<file path="config.mk">
export PLATFORM = sky130hd
export DESIGN_NAME = elevator_state_register_flat
export DESIGN_NICKNAME = d
export VERILOG_FILES = /design/src/rtl/elevator_state_register_if.sv /design/src/rtl/elevator_state_register.sv /design/src/flat_wrapper.sv
export SDC_FILE = /design/constraint.sdc
export NUM_CORES = 1
export LEC_CHECK = 0
export CORE_MARGIN = 2
export CORE_UTILIZATION = 41
export DETAILED_ROUTE_END_ITERATION = 8
export MAX_ROUTING_LAYER = met4
export PLACE_DENSITY = 0.81
export SKIP_CTS_REPAIR_TIMING = 1
export SYNTH_ARGS = -nofsm -noshare
export SYNTH_HDL_FRONTEND = slang
export SYNTH_SLANG_ARGS = --single-unit
export TNS_END_PERCENT = 1
</file>
<file path="constraint.sdc">
create_clock -name clk -period 3.7 [get_ports clk]
set_clock_uncertainty 0.1 [all_clocks]
set_input_delay 1.11 -clock clk [delete_from_list [all_inputs] [get_ports clk]]
set_output_delay 1.11 -clock clk [all_outputs]
set_load 0.005 [all_outputs]
</file>
<file path="src/rtl/elevator_state_register_if.sv">
// Signal bundle between the elevator state register and the full/half-floor controllers.
// master = controller/stimulus side, slave = state register.
interface elevator_state_register_if;
    logic       tick;
    logic [2:0] btn_up_raw;
    logic [2:0] btn_down_raw;
    logic [2:0] btn_in_raw;
    logic [1:0] pos_nxt;
    logic       open_nxt;
    logic [1:0] dir_nxt;
    logic [2:0] button_up;
    logic [2:0] button_down;
    logic [2:0] button_in;
    logic [2:0] loc;
    logic       at_full;
    logic       open_cur;
    logic [1:0] dir_cur;
    logic       fault;

    modport master (
        output tick, btn_up_raw, btn_down_raw, btn_in_raw, pos_nxt, open_nxt, dir_nxt,
        input  button_up, button_down, button_in, loc, at_full, open_cur, dir_cur, fault
    );

    modport slave (
        input  tick, btn_up_raw, btn_down_raw, btn_in_raw, pos_nxt, open_nxt, dir_nxt,
        output button_up, button_down, button_in, loc, at_full, open_cur, dir_cur, fault
    );
endinterface

</file>
<file path="src/rtl/elevator_state_register.sv">
// Sequential core of the 3-floor elevator: held requests, car location, door/direction state,
// door dwell timing and sticky fault flag. All outputs come straight from flops.
module elevator_state_register #(
    parameter int unsigned DWELL_TICKS = 4,
    parameter int unsigned CNT_W       = 3
) (
    input logic                      clk,
    input logic                      reset_n,
    elevator_state_register_if.slave bus
);

    localparam logic [CNT_W-1:0] DwellInit = CNT_W'(DWELL_TICKS - 1);
    localparam logic [2:0]       LocTop    = 3'd4;
    localparam logic [1:0]       MoveUp    = 2'b01;
    localparam logic [1:0]       MoveDown  = 2'b10;
    localparam logic [1:0]       CmdBad    = 2'b11;

    if (DWELL_TICKS < 1 || DWELL_TICKS >= (2 ** CNT_W)) begin : gen_bad_dwell_width
        $error("DWELL_TICKS must be >= 1 and fit in CNT_W bits");
    end

    typedef enum logic [0:0] {StClosedOrMoving, StDwell} state_e;

    state_e           state_q, state_d;
    logic [CNT_W-1:0] dwell_q, dwell_d;
    logic [2:0]       loc_q, loc_d;
    logic             open_q, open_d;
    logic [1:0]       dir_q, dir_d;
    logic             fault_q, fault_d;
    logic [2:0]       up_q, up_d;
    logic [2:0]       down_q, down_d;
    logic [2:0]       in_q, in_d;

    logic       at_full_q;
    logic       update_en;
    logic       cmd_illegal;
    logic       open_req_ok;
    logic [2:0] press_mask;
    logic [2:0] clear_mask;

    assign at_full_q   = ~loc_q[0];
    assign cmd_illegal = (bus.pos_nxt == CmdBad) || (bus.dir_nxt == CmdBad);
    assign update_en   = bus.tick && (state_q == StClosedOrMoving);
    assign open_req_ok = update_en && !cmd_illegal && bus.open_nxt && at_full_q;

    // ---------------------------------------------------------------------------------------
    // Dwell FSM: state register
    // ---------------------------------------------------------------------------------------
    always_ff @(posedge clk or negedge reset_n) begin
        if (!reset_n) begin
            state_q <= StClosedOrMoving;
            dwell_q <= '0;
        end else begin
            state_q <= state_d;
            dwell_q <= dwell_d;
        end
    end

    // Dwell FSM: next state. The tick that finds the counter at zero is still a held tick;
    // the controller's command is taken again on the tick after that.
    always_comb begin
        state_d = state_q;
        dwell_d = dwell_q;
        case (state_q)
            StClosedOrMoving: begin
                if (open_req_ok) begin
                    state_d = StDwell;
                    dwell_d = DwellInit;
                end
            end
            StDwell: begin
                if (bus.tick) begin
                    if (dwell_q == '0) begin
                        state_d = StClosedOrMoving;
                    end else begin
                        dwell_d = dwell_q - CNT_W'(1);
                    end
                end
            end
            default: begin
                state_d = StClosedOrMoving;
            end
        endcase
    end

    // ---------------------------------------------------------------------------------------
    // Car state update (location, door, direction, fault)
    // ---------------------------------------------------------------------------------------
    always_comb begin
        loc_d   = loc_q;
        open_d  = open_q;
        dir_d   = dir_q;
        fault_d = fault_q;
        if (update_en) begin
            if (cmd_illegal) begin
                fault_d = 1'b1;
            end else begin
                dir_d = bus.dir_nxt;
                if (bus.open_nxt) begin
                    // Door can only open on a full floor; between floors it stays shut.
                    if (at_full_q) begin
                        open_d = 1'b1;
                    end else begin
                        open_d  = 1'b0;
                        fault_d = 1'b1;
                    end
                end else begin
                    open_d = 1'b0;
                    case (bus.pos_nxt)
                        MoveUp: begin
                            if (loc_q >= LocTop) begin
                                fault_d = 1'b1;
                            end else begin
                                loc_d = loc_q + 3'd1;
                            end
                        end
                        MoveDown: begin
                            if (loc_q == 3'd0) begin
                                fault_d = 1'b1;
                            end else begin
                                loc_d = loc_q - 3'd1;
                            end
                        end
                        default: begin
                            loc_d = loc_q;
                        end
                    endcase
                end
            end
        end
    end

    // ---------------------------------------------------------------------------------------
    // Request latches
    // ---------------------------------------------------------------------------------------
    always_comb begin
        press_mask = 3'b111;
        clear_mask = 3'b000;
        if (open_q && at_full_q) begin
            press_mask = ~(3'b001 << loc_q[2:1]);
        end
        // Clearing uses the post-update state so the serving edge itself drops the request.
        if (bus.tick && open_d && !loc_d[0]) begin
            clear_mask = 3'b001 << loc_d[2:1];
        end
        up_d   = (up_q   | (bus.btn_up_raw   & press_mask & 3'b011)) & ~clear_mask;
        down_d = (down_q | (bus.btn_down_raw & press_mask & 3'b110)) & ~clear_mask;
        in_d   = (in_q   | (bus.btn_in_raw   & press_mask))          & ~clear_mask;
    end

    always_ff @(posedge clk or negedge reset_n) begin
        if (!reset_n) begin
            loc_q   <= '0;
            open_q  <= 1'b0;
            dir_q   <= '0;
            fault_q <= 1'b0;
            up_q    <= '0;
            down_q  <= '0;
            in_q    <= '0;
        end else begin
            loc_q   <= loc_d;
            open_q  <= open_d;
            dir_q   <= dir_d;
            fault_q <= fault_d;
            up_q    <= up_d;
            down_q  <= down_d;
            in_q    <= in_d;
        end
    end

    // ---------------------------------------------------------------------------------------
    // Outputs
    // ---------------------------------------------------------------------------------------
    assign bus.button_up   = up_q;
    assign bus.button_down = down_q;
    assign bus.button_in   = in_q;
    assign bus.loc         = loc_q;
    assign bus.at_full     = at_full_q;
    assign bus.open_cur    = open_q;
    assign bus.dir_cur     = dir_q;
    assign bus.fault       = fault_q;

endmodule

</file>
<file path="src/flat_wrapper.sv">
// flat-port wrapper written by rule: the top's interface ports become plain ports
module elevator_state_register_flat 
#(
    parameter int unsigned DWELL_TICKS = 4,
    parameter int unsigned CNT_W       = 3
)
  (clk, reset_n, bus_tick, bus_btn_up_raw, bus_btn_down_raw, bus_btn_in_raw, bus_pos_nxt, bus_open_nxt, bus_dir_nxt, bus_button_up, bus_button_down, bus_button_in, bus_loc, bus_at_full, bus_open_cur, bus_dir_cur, bus_fault);
  elevator_state_register_if bus_i ();
  input logic clk;
  input logic reset_n;
  input wire logic [$bits(bus_i.tick)-1:0] bus_tick;
  input wire logic [$bits(bus_i.btn_up_raw)-1:0] bus_btn_up_raw;
  input wire logic [$bits(bus_i.btn_down_raw)-1:0] bus_btn_down_raw;
  input wire logic [$bits(bus_i.btn_in_raw)-1:0] bus_btn_in_raw;
  input wire logic [$bits(bus_i.pos_nxt)-1:0] bus_pos_nxt;
  input wire logic [$bits(bus_i.open_nxt)-1:0] bus_open_nxt;
  input wire logic [$bits(bus_i.dir_nxt)-1:0] bus_dir_nxt;
  output wire logic [$bits(bus_i.button_up)-1:0] bus_button_up;
  output wire logic [$bits(bus_i.button_down)-1:0] bus_button_down;
  output wire logic [$bits(bus_i.button_in)-1:0] bus_button_in;
  output wire logic [$bits(bus_i.loc)-1:0] bus_loc;
  output wire logic [$bits(bus_i.at_full)-1:0] bus_at_full;
  output wire logic [$bits(bus_i.open_cur)-1:0] bus_open_cur;
  output wire logic [$bits(bus_i.dir_cur)-1:0] bus_dir_cur;
  output wire logic [$bits(bus_i.fault)-1:0] bus_fault;
  assign bus_i.tick = bus_tick;
  assign bus_i.btn_up_raw = bus_btn_up_raw;
  assign bus_i.btn_down_raw = bus_btn_down_raw;
  assign bus_i.btn_in_raw = bus_btn_in_raw;
  assign bus_i.pos_nxt = bus_pos_nxt;
  assign bus_i.open_nxt = bus_open_nxt;
  assign bus_i.dir_nxt = bus_dir_nxt;
  assign bus_button_up = bus_i.button_up;
  assign bus_button_down = bus_i.button_down;
  assign bus_button_in = bus_i.button_in;
  assign bus_loc = bus_i.loc;
  assign bus_at_full = bus_i.at_full;
  assign bus_open_cur = bus_i.open_cur;
  assign bus_dir_cur = bus_i.dir_cur;
  assign bus_fault = bus_i.fault;
  elevator_state_register #(.DWELL_TICKS(DWELL_TICKS), .CNT_W(CNT_W)) u_core (.clk(clk), .reset_n(reset_n), .bus(bus_i));
endmodule
</file>
# After elaboration in Yosys (flattened, before gate mapping)
# Index checks and enable logic that the tools add are counted.
dict set report word_totals {
  word_cells 81
  regBits 20
  out_inout_bits 17
  in_bits 17
}
dict set report classes {
  addsub 3
  bitwise_logic 14
  n_lt_le_gt_ge 1
  mux 26
  n_shift 2
  eq_ne 10
  n_reduce_logical 16
}
# operator n
set op_table {}
lappend op_table {{two-way mux 3 bit} 10}
lappend op_table {{AND 3 bit} 5}
lappend op_table {{two-way mux 1 bit} 12}
lappend op_table {{one-hot mux 3 bit (2 select lines)} 2}
lappend op_table {{!= test 4 x 2 -> 1 bit (second input constant)} 2}
lappend op_table {{logical AND 1 bit} 7}
lappend op_table {{equality test 2 bit (second input constant)} 3}
lappend op_table {{logical NOT 3 bit} 2}
lappend op_table {{inverter 3 bit} 2}
lappend op_table {{bitwise OR 3 bit} 2}
lappend op_table {{<< shifter 1 x 2 -> 3 bit (first input constant)} 2}
lappend op_table {{subtractor 3 x 1 -> 3 bit (second input constant)} 2}
lappend op_table {{AND reduction 5 bit} 1}
lappend op_table {{!= test 2 bit (second input constant)} 2}
lappend op_table {{one-hot mux 1 bit (2 select lines)} 2}
lappend op_table {{nonzero test 4 bit} 1}
lappend op_table {{adder 3 x 1 -> 3 bit (second input constant)} 1}
lappend op_table {{>= comparator 3 bit (second input constant)} 1}
lappend op_table {{!= test 3 x 1 -> 1 bit (second input constant)} 1}
lappend op_table {{inverter 1 bit} 3}
lappend op_table {{bitwise OR 3 x 2 -> 3 bit} 1}
lappend op_table {{AND reduction 3 bit} 1}
lappend op_table {{AND 2 bit} 1}
lappend op_table {{equality test 2 x 1 -> 1 bit (second input constant)} 1}
lappend op_table {{other kinds (4)} 5}

# Longest topological paths before layout
# Gate-level depths: netlist (run 1).
dict set report logic_depth {
  depth_word 11
  ltp_mapped 8
  depth_no_buf 8
}

# Least setup slack after synthesis (run 1)
# No wires, ideal clock.
dict set report synth_timing {
  kind {in2reg}
  from {in bus_pos_nxt[0]}
  to {reg u_core.in_q[0] (netlist: u_core.bus.button_in[0])}
  path_buffers 0
  stages 7
  setup_time_ns 0.133
  slack_ns 0.683
  arrival_time_ns 2.785
  required_ns 3.467
  path_cell_list {inv_1 ha_1 or4b_4 o41ai_2 o31ai_2 nor3_4 a21oi_1}
}
dict set report synth_between {
  word_cells_on_any_way 17
  classes_between {eq/ne (3); shift (1); mux (7); bitwise (2); reduce/logical (4)}
}
# element line_no
set synth_lines {}
lappend synth_lines {{start: declaration} flat_wrapper.sv:15} ;# input wire logic [$bits(bus_i.pos_nxt)-1:0] bus_pos_nxt;
lappend synth_lines {{equality test 2 bit / equality test 2 x 1 -> 1 bit (equally long branches)} elevator_state_register.sv:109} ;# case (bus.pos_nxt)
lappend synth_lines {{one-hot mux 3 bit (2 select lines)} elevator_state_register.sv:109}
lappend synth_lines {{two-way mux 3 bit} elevator_state_register.sv:99} ;# if (bus.open_nxt) begin
lappend synth_lines {{two-way mux 3 bit (*)} elevator_state_register.sv:95} ;# if (cmd_illegal) begin
lappend synth_lines {{two-way mux 3 bit (*)} elevator_state_register.sv:94} ;# if (update_en) begin
lappend synth_lines {{via u_core.loc_d[2]} elevator_state_register.sv:26} ;# logic [2:0] loc_q, loc_d;
lappend synth_lines {{<< shifter 1 x 2 -> 3 bit (*)} elevator_state_register.sv:144} ;# clear_mask = 3'b001 << loc_d[2:1];
lappend synth_lines {{two-way mux 3 bit (*)} elevator_state_register.sv:143} ;# if (bus.tick && open_d && !loc_d[0]) begin
lappend synth_lines {{inverter 3 bit (*)} elevator_state_register.sv:148} ;# in_d = (in_q | (bus.btn_in_raw & press_mask)) & ~clear_mask;
lappend synth_lines {{AND 3 bit (*)} elevator_state_register.sv:148}
lappend synth_lines {{via u_core.in_d[0]} elevator_state_register.sv:32} ;# logic [2:0] in_q, in_d;
lappend synth_lines {{end signal: assignment} elevator_state_register.sv:167} ;# in_q <= in_d;
lappend synth_lines {{end: declaration} elevator_state_register.sv:32}
# The timed path passes the listed nets; every way through them passes the cells marked *.
# A chain may end at the register's enable or synchronous reset.

# Worst setup path in the final report (run 1)
dict set report layout_timing {
  from {in bus_pos_nxt[0]}
  to {reg u_core.down_q[1] (netlist: u_core.bus.button_down[1])}
}
dict set report layout_between {
  word_cells_on_any_way 17
  classes_between {eq/ne (3); shift (1); mux (7); bitwise (2); reduce/logical (4)}
}
# element line_no
set layout_lines {}
lappend layout_lines {{equality test 2 bit / equality test 2 x 1 -> 1 bit (equally long branches)} elevator_state_register.sv:109}
lappend layout_lines {{one-hot mux 3 bit (2 select lines)} elevator_state_register.sv:109}
lappend layout_lines {{two-way mux 3 bit} elevator_state_register.sv:99}
lappend layout_lines {{two-way mux 3 bit (*)} elevator_state_register.sv:95}
lappend layout_lines {{two-way mux 3 bit (*)} elevator_state_register.sv:94}
lappend layout_lines {{via u_core.loc_d[2]} elevator_state_register.sv:26}
lappend layout_lines {{<< shifter 1 x 2 -> 3 bit (*)} elevator_state_register.sv:144}
lappend layout_lines {{two-way mux 3 bit (*)} elevator_state_register.sv:143}
lappend layout_lines {{inverter 3 bit (*)} elevator_state_register.sv:147} ;# down_d = (down_q | (bus.btn_down_raw & press_mask & 3'b110)) & ~clear_mask;
lappend layout_lines {{AND 3 bit (*)} elevator_state_register.sv:147}
lappend layout_lines {{via u_core.down_d[1]} elevator_state_register.sv:31} ;# logic [2:0] down_q, down_d;
lappend layout_lines {{end signal: assignment} elevator_state_register.sv:166} ;# down_q <= down_d;
lappend layout_lines {{end: declaration} elevator_state_register.sv:31}
# Marked as above.

==> results of run 1 <==
## path summary, 6_finish.rpt
kind / startpoint / endpoint / slack, ns / cells after the start
min in group asynchronous: reset_n / u_core.bus.button_down[0] / 1.21 / 1
worst min register to register: u_core.bus.fault / u_core.bus.fault / 0.38 / 1
worst max register to register: u_core.bus.loc[0] / u_core.bus.button_down[1] / 1.43 / 8
worst max-delay path: bus_pos_nxt[0] / u_core.bus.button_down[1] / 0.30 / 8
worst min-delay path: u_core.bus.fault / u_core.bus.fault / 0.38 / 1
max in group asynchronous: reset_n / u_core.bus.loc[0] / 1.76 / 1
## where the power goes
group	leakage, uW	internal (uW)	switching, uW
sequential	0.000218	285	77.3
clock	0.0000138	37.7	59.3
combinational	0.000402	236	199
## registers in the layout, summed over array words and instances, names as in the netlist
register                count
u_core.bus.fault            1
u_core.bus.loc              3
u_core.bus.button_in        3
u_core.bus.dir_cur          2
u_core.bus.button_down      3
u_core.dwell_q              3
u_core.state_q              1
u_core.bus.button_up        3
u_core.bus.open_cur         1
## synth_stat cells, drive strengths merged
library cell / n
and3: 1
o31a: 1
inv: 10
ha: 8
or2: 2
o31ai: 2
buf: 1
a21o: 3
mux2: 4
nor2b: 3
a21boi: 2
or4b: 1
dfrtp: 20
a32oi: 1
o21ai: 4
a31oi: 4
nor4bb: 1
or3b: 1
nor4b: 1
o41ai: 1
nor3: 5
nor2: 4
nor3b: 2
a21oi: 19
a211o: 1
nand2: 8
clkbuf: 1
nand2b: 3
nand4: 1
## per-stage QoR
stage / setup TNS (ns) / hold WS, ns / std cells / worst slack, ns / util
2_1_floorplan: 0 / 0.349 / 115 / 0.683 / -
3_3_place_gp: 0 / 0.354 / 176 / 0.0728 / 0.548
3_5_place_dp: -0.0249 / 0.357 / 176 / -0.00795 / 0.548
4_1_cts: 0 / 0.384 / 179 / 0.299 / 0.556
5_1_grt: 0 / 0.413 / 179 / 0.201 / 0.556
6_report: 0 / 0.379 / 179 / 0.298 / 0.556
## cell type report
| class | instances | area [um^2] |
|---|---|---|
| inverters | 10 | 37.5 |
| well taps | 31 | 38.8 |
| clock buffers | 3 | 22.5 |
| multi-input cells | 83 | 589 |
| flip-flops and latches | 20 | 500 |
| repair buffers | 32 | 318 |
| fillers | 250 | 1200 |
## cell families after synthesis
logic type,after synthesis,share of synthesized area
muxes,4,0.0394
DFF,20,0.438
buffers and inverters,12,0.0460
adders and majority gates,8,0.0876
and+or+nand+nor,33,0.175
AOI/OAI and AO/OA,38,0.214
## worst register-to-register path, stage by stage, from the launching register on
cell and delay, ns:
dfrtp_1 0.50, inv_1 0.17, ha_1 0.36, a32oi_1 0.17
nor2_1 0.05, a211o_1 0.25, a21oi_2 0.30, inv_1 0.15
a21oi_1 0.17
## routing by layer
metal	routed length, um	part of all wire
met1	1050	0.43
met5	0	0
met4	64	0.026
met2	1260	0.51
met3	87	0.035
==> impl_metrics.yaml, run 1 <==
grt:
  use_met2: 0.279
  grt-ovfl-total: 0
  grt_use_met1: 0.204
  global_route.usage.met3: 0.0276
  grt_max_degree: 21
  grt_pass1_vias: 1000
  grt.busiest_layer: "met2"
  grt_use_total: 0.168
  grt_first_pass_wirelength_um: 4200
  antenna_found_initial: 0
detailed_routing:
  vias: 982
  finalWirelength_um: 2470
  drtAntennaViolNets: 0
  via_per_inst: 5.49
  drt_iter0_drc: 18
  wl_per_cell_um: 13.8
  drc: 0
  firstDrtPassIters: 4
status:
  status: "completed"
setup_path:
  crit_path_max_incr_delay_ns: 0.55
  worst_setup_path_start_kind: "input pin"
  cp.arrival_ns: 3.47
  cp_num_buf_inv: 2
  worstSetupPathType: "input pin to flop"
  critical_path.top_delay_family: "simple AND/OR/NAND/NOR gates"
  cp_slowest_cell: "or4b_4"
  worstPathMaxFanout: 6
  crit_chain: "clkdlybuf4s50_1, inv_1, ha_1, or4b_4, o41ai_2, o31ai_2, nor3_4, a21oi_1"
  end_kind: "flop"
  cp.required_ns: 3.77
min_path:
  hp-class: "flop to flop"
pwr:
  leakage_uw: 0.000634
  ir_drop_mv: 0.366
  power.density_mw_per_mm2: 594
  power_uw: 895
yosys:
  synth_cell_types: 33
  synth_area_mm2: 0.00114
  synth_top_area_frac: 0.438
  syn-num-nets: 140
  synth_cells: 115
  yosysTopAreaCell: "dfrtp_1"
  yosysSeqAreaShare: 0.438
  yosys_warnings: 0
  synth.avg_cell_area_um2: 9.93
  synth_area_leaders: "dfrtp_1 (44%), ha_1 (8.8%), a21oi_1 (7.9%)"
  ys_seq_elements: 20
sta:
  rsz0062_at_grt: "false"
  setup_viol: 0
  finalCriticalPeriod_ns: 3.40
  tightest_slew_ns: 0.869
  fin_crit_sh: 0.919
  drv_slew: 0
  slew_headroom: 0.419
  fmax_mhz: 294
  finalHoldViolCount: 0
cells_and_area:
  antennaDiodeCount: 0
  final_area_mm2: 0.00151
  drive_gt1_frac: 0.108
  nets: 175
  area_growth_syn_to_layout_pct: 31.9
  final_cell_mix: "clkdlybuf4s50_1 (31), dfrtp_1 (20), a21oi_1 (18)"
  mostFrequentLayoutCell: "clkdlybuf4s50_1"
die:
  initial_core_util: 0.422
  rows: 19
  io_pins: 34
  core-area_mm2: 0.00271
  die-area_mm2: 0.00322
  fp.dieW_um: 56.8
  die_y_um: 56.8
clock_network:
  numCtsBuffers: 3
  path_clk_slew_ns: 0.10
  cts_buffer_depth: 2
  htree_levels: 1
  cts_root_buf: "clkbuf_4"
  cts.sinks: 20
  clk_latency_ns: 0.28
  cts_tree: "built"
placed_design:
  place_area_mm2: 0.00148
  io_buffer_count: 31
  place.gp.congestion: 0.717
  hpwl_um: 1940
flow_run:
  cap_violations: 0
Power figures use the tool's default switching activity.
==> run 2, diff against run 1 <==
==> constraint.sdc (replaced) <==
create_clock -name clk -period 3.7 [get_ports clk]
set_clock_uncertainty 0.1 [all_clocks]
set_input_delay 1.11 -clock clk [delete_from_list [all_inputs] [get_ports clk]]
set_output_delay 1.11 -clock clk [all_outputs]
set_load 0.1 [all_outputs]
==> run 2 against run 1 <==
Effect of this change: first-iteration DRC count grew 22%; sequential cell count unchanged; worst setup slack gained 0.054 ns; critical path type unchanged; critical endpoint is now u_core.bus.button_down[0].
==> impl_metrics.yaml, run 2 (same netlist as run 1, synthesis figures left out) <==
status:
  status: "completed"
grt:
  grt_max_degree: 21
  grt_pass1_vias: 954
  grt_first_pass_wirelength_um: 4020
  antenna_found_initial: 0
  grt_use_total: 0.158
  grt-ovfl-total: 0
detailed_routing:
  drc: 0
  drt_iter0_drc: 22
  via_per_inst: 5.33
  finalWirelength_um: 2290
  drtAntennaViolNets: 0
  vias: 960
  wl_per_cell_um: 12.7
  firstDrtPassIters: 4
clock_network:
  cts_root_buf: "clkbuf_4"
  htree_levels: 1
  cts_buffer_depth: 2
  numCtsBuffers: 3
  cts.sinks: 20
  clk_latency_ns: 0.29
  path_clk_slew_ns: 0.11
  cts_tree: "built"
placed_design:
  io_buffer_count: 31
  place.gp.congestion: 0.711
  pre_cts_slack_ns: 0.0242
  hpwl_um: 1830
sta:
  finalCriticalPeriod_ns: 3.35
  slew_headroom: 0.418
  fmax_mhz: 299
  setup_viol: 0
  drv_slew: 0
  finalHoldViolCount: 0
  rsz0062_at_grt: "false"
  tns_ns: 0
  fin_crit_sh: 0.905
  tightest_slew_ns: 0.870
  fin_ws_ns: 0.352
setup_path:
  cp.required_ns: 3.77
  ff2ff_setup_slack_ns: 1.43
  end_kind: "flop"
  worstPathMaxFanout: 6
  r2r-start: "u_core.bus.loc[0]"
  r2r-end: "u_core.bus.button_up[1]"
  cp.arrival_ns: 3.42
  worst_r2r_path_depth: 8
  worst_setup_path_start_kind: "input pin"
  worstSetupPathType: "input pin to flop"
min_path:
  hold_path_depth: 1
  hp-class: "flop to flop"
  hold_path_end: "u_core.bus.fault"
  hold_start: "u_core.bus.fault"
die:
  io_pins: 34
  initial_core_util: 0.422
  rows: 19
  die-area_mm2: 0.00322
  fp.dieW_um: 56.8
  die_y_um: 56.8
  core-area_mm2: 0.00271
cells_and_area:
  final_cell_mix: "dfrtp_1 (20), a21oi_1 (18), buf_4 (18)"
  nets: 175
  drive_gt1_frac: 0.228
  area_growth_syn_to_layout_pct: 29.4
  mostFrequentLayoutCell: "dfrtp_1"
  fill_cells: 250
  antennaDiodeCount: 0
flow_run:
  cap_violations: 0
pwr:
  ir_drop_mv: 0.496
  leakage_uw: 0.000650
  power.density_mw_per_mm2: 879
## run 2: worst max path at each step
stage	startpoint	end	depth (start not counted)
finish	bus_pos_nxt[0]	u_core.bus.button_down[0]	8
global route	bus_pos_nxt[0]	u_core.bus.button_in[0]	8
detailed placement	bus_pos_nxt[0]	u_core.bus.button_in[0]	8
global placement	bus_pos_nxt[0]	u_core.bus.button_down[0]	8
floorplan	u_core.bus.loc[0]	u_core.bus.button_down[1]	7
CTS	bus_pos_nxt[0]	u_core.bus.button_down[0]	8
## run 2: cell type report
type	instances	area, um^2	share of cell area
Multi-Input combinational cell	83	589	0.399
Sequential cell	20	500	0.339
Timing Repair Buffer	32	275	0.186
Tap cell	31	38.8	0.0262
Inverter	10	37.5	0.0254
Clock buffer	4	36.3	0.0246
## run 2: per-layer routing
layer	track usage	routed length, um	up-vias
li1	-	-	480
met1	0.197	979	459
met2	0.269	1200	19
met3	0.0184	88	2
met4	0.0498	16	0
met5	-	0	-
## run 2: power by group
| part | switching (uW) | internal (uW) |
|---|---|---|
| logic | 598 | 216 |
| clock network | 61.5 | 59.9 |
| registers | 78.1 | 285 |
## run 2: per-stage QoR
step / cell area [um^2] / total power [uW] / std cells / hold slack, ns / utilization
after floorplan: 1140 / 1010 / 115 / 0.349 / -
after global placement: 1440 / 1170 / 176 / 0.356 / 0.532
after detailed placement: 1440 / 1190 / 176 / 0.360 / 0.532
after CTS: 1480 / 1310 / 180 / 0.390 / 0.545
after global routing: 1480 / 1380 / 180 / 0.398 / 0.545
final: 1480 / 1300 / 180 / 0.383 / 0.545
## run 2: critical path: stages
cell             delay [ns]
clkdlybuf4s50_1        0.51
inv_1                  0.06
ha_1                   0.31
or4b_4                 0.55
o41ai_2                0.31
o31ai_2                0.16
nor3_4                 0.31
a21boi_1               0.11
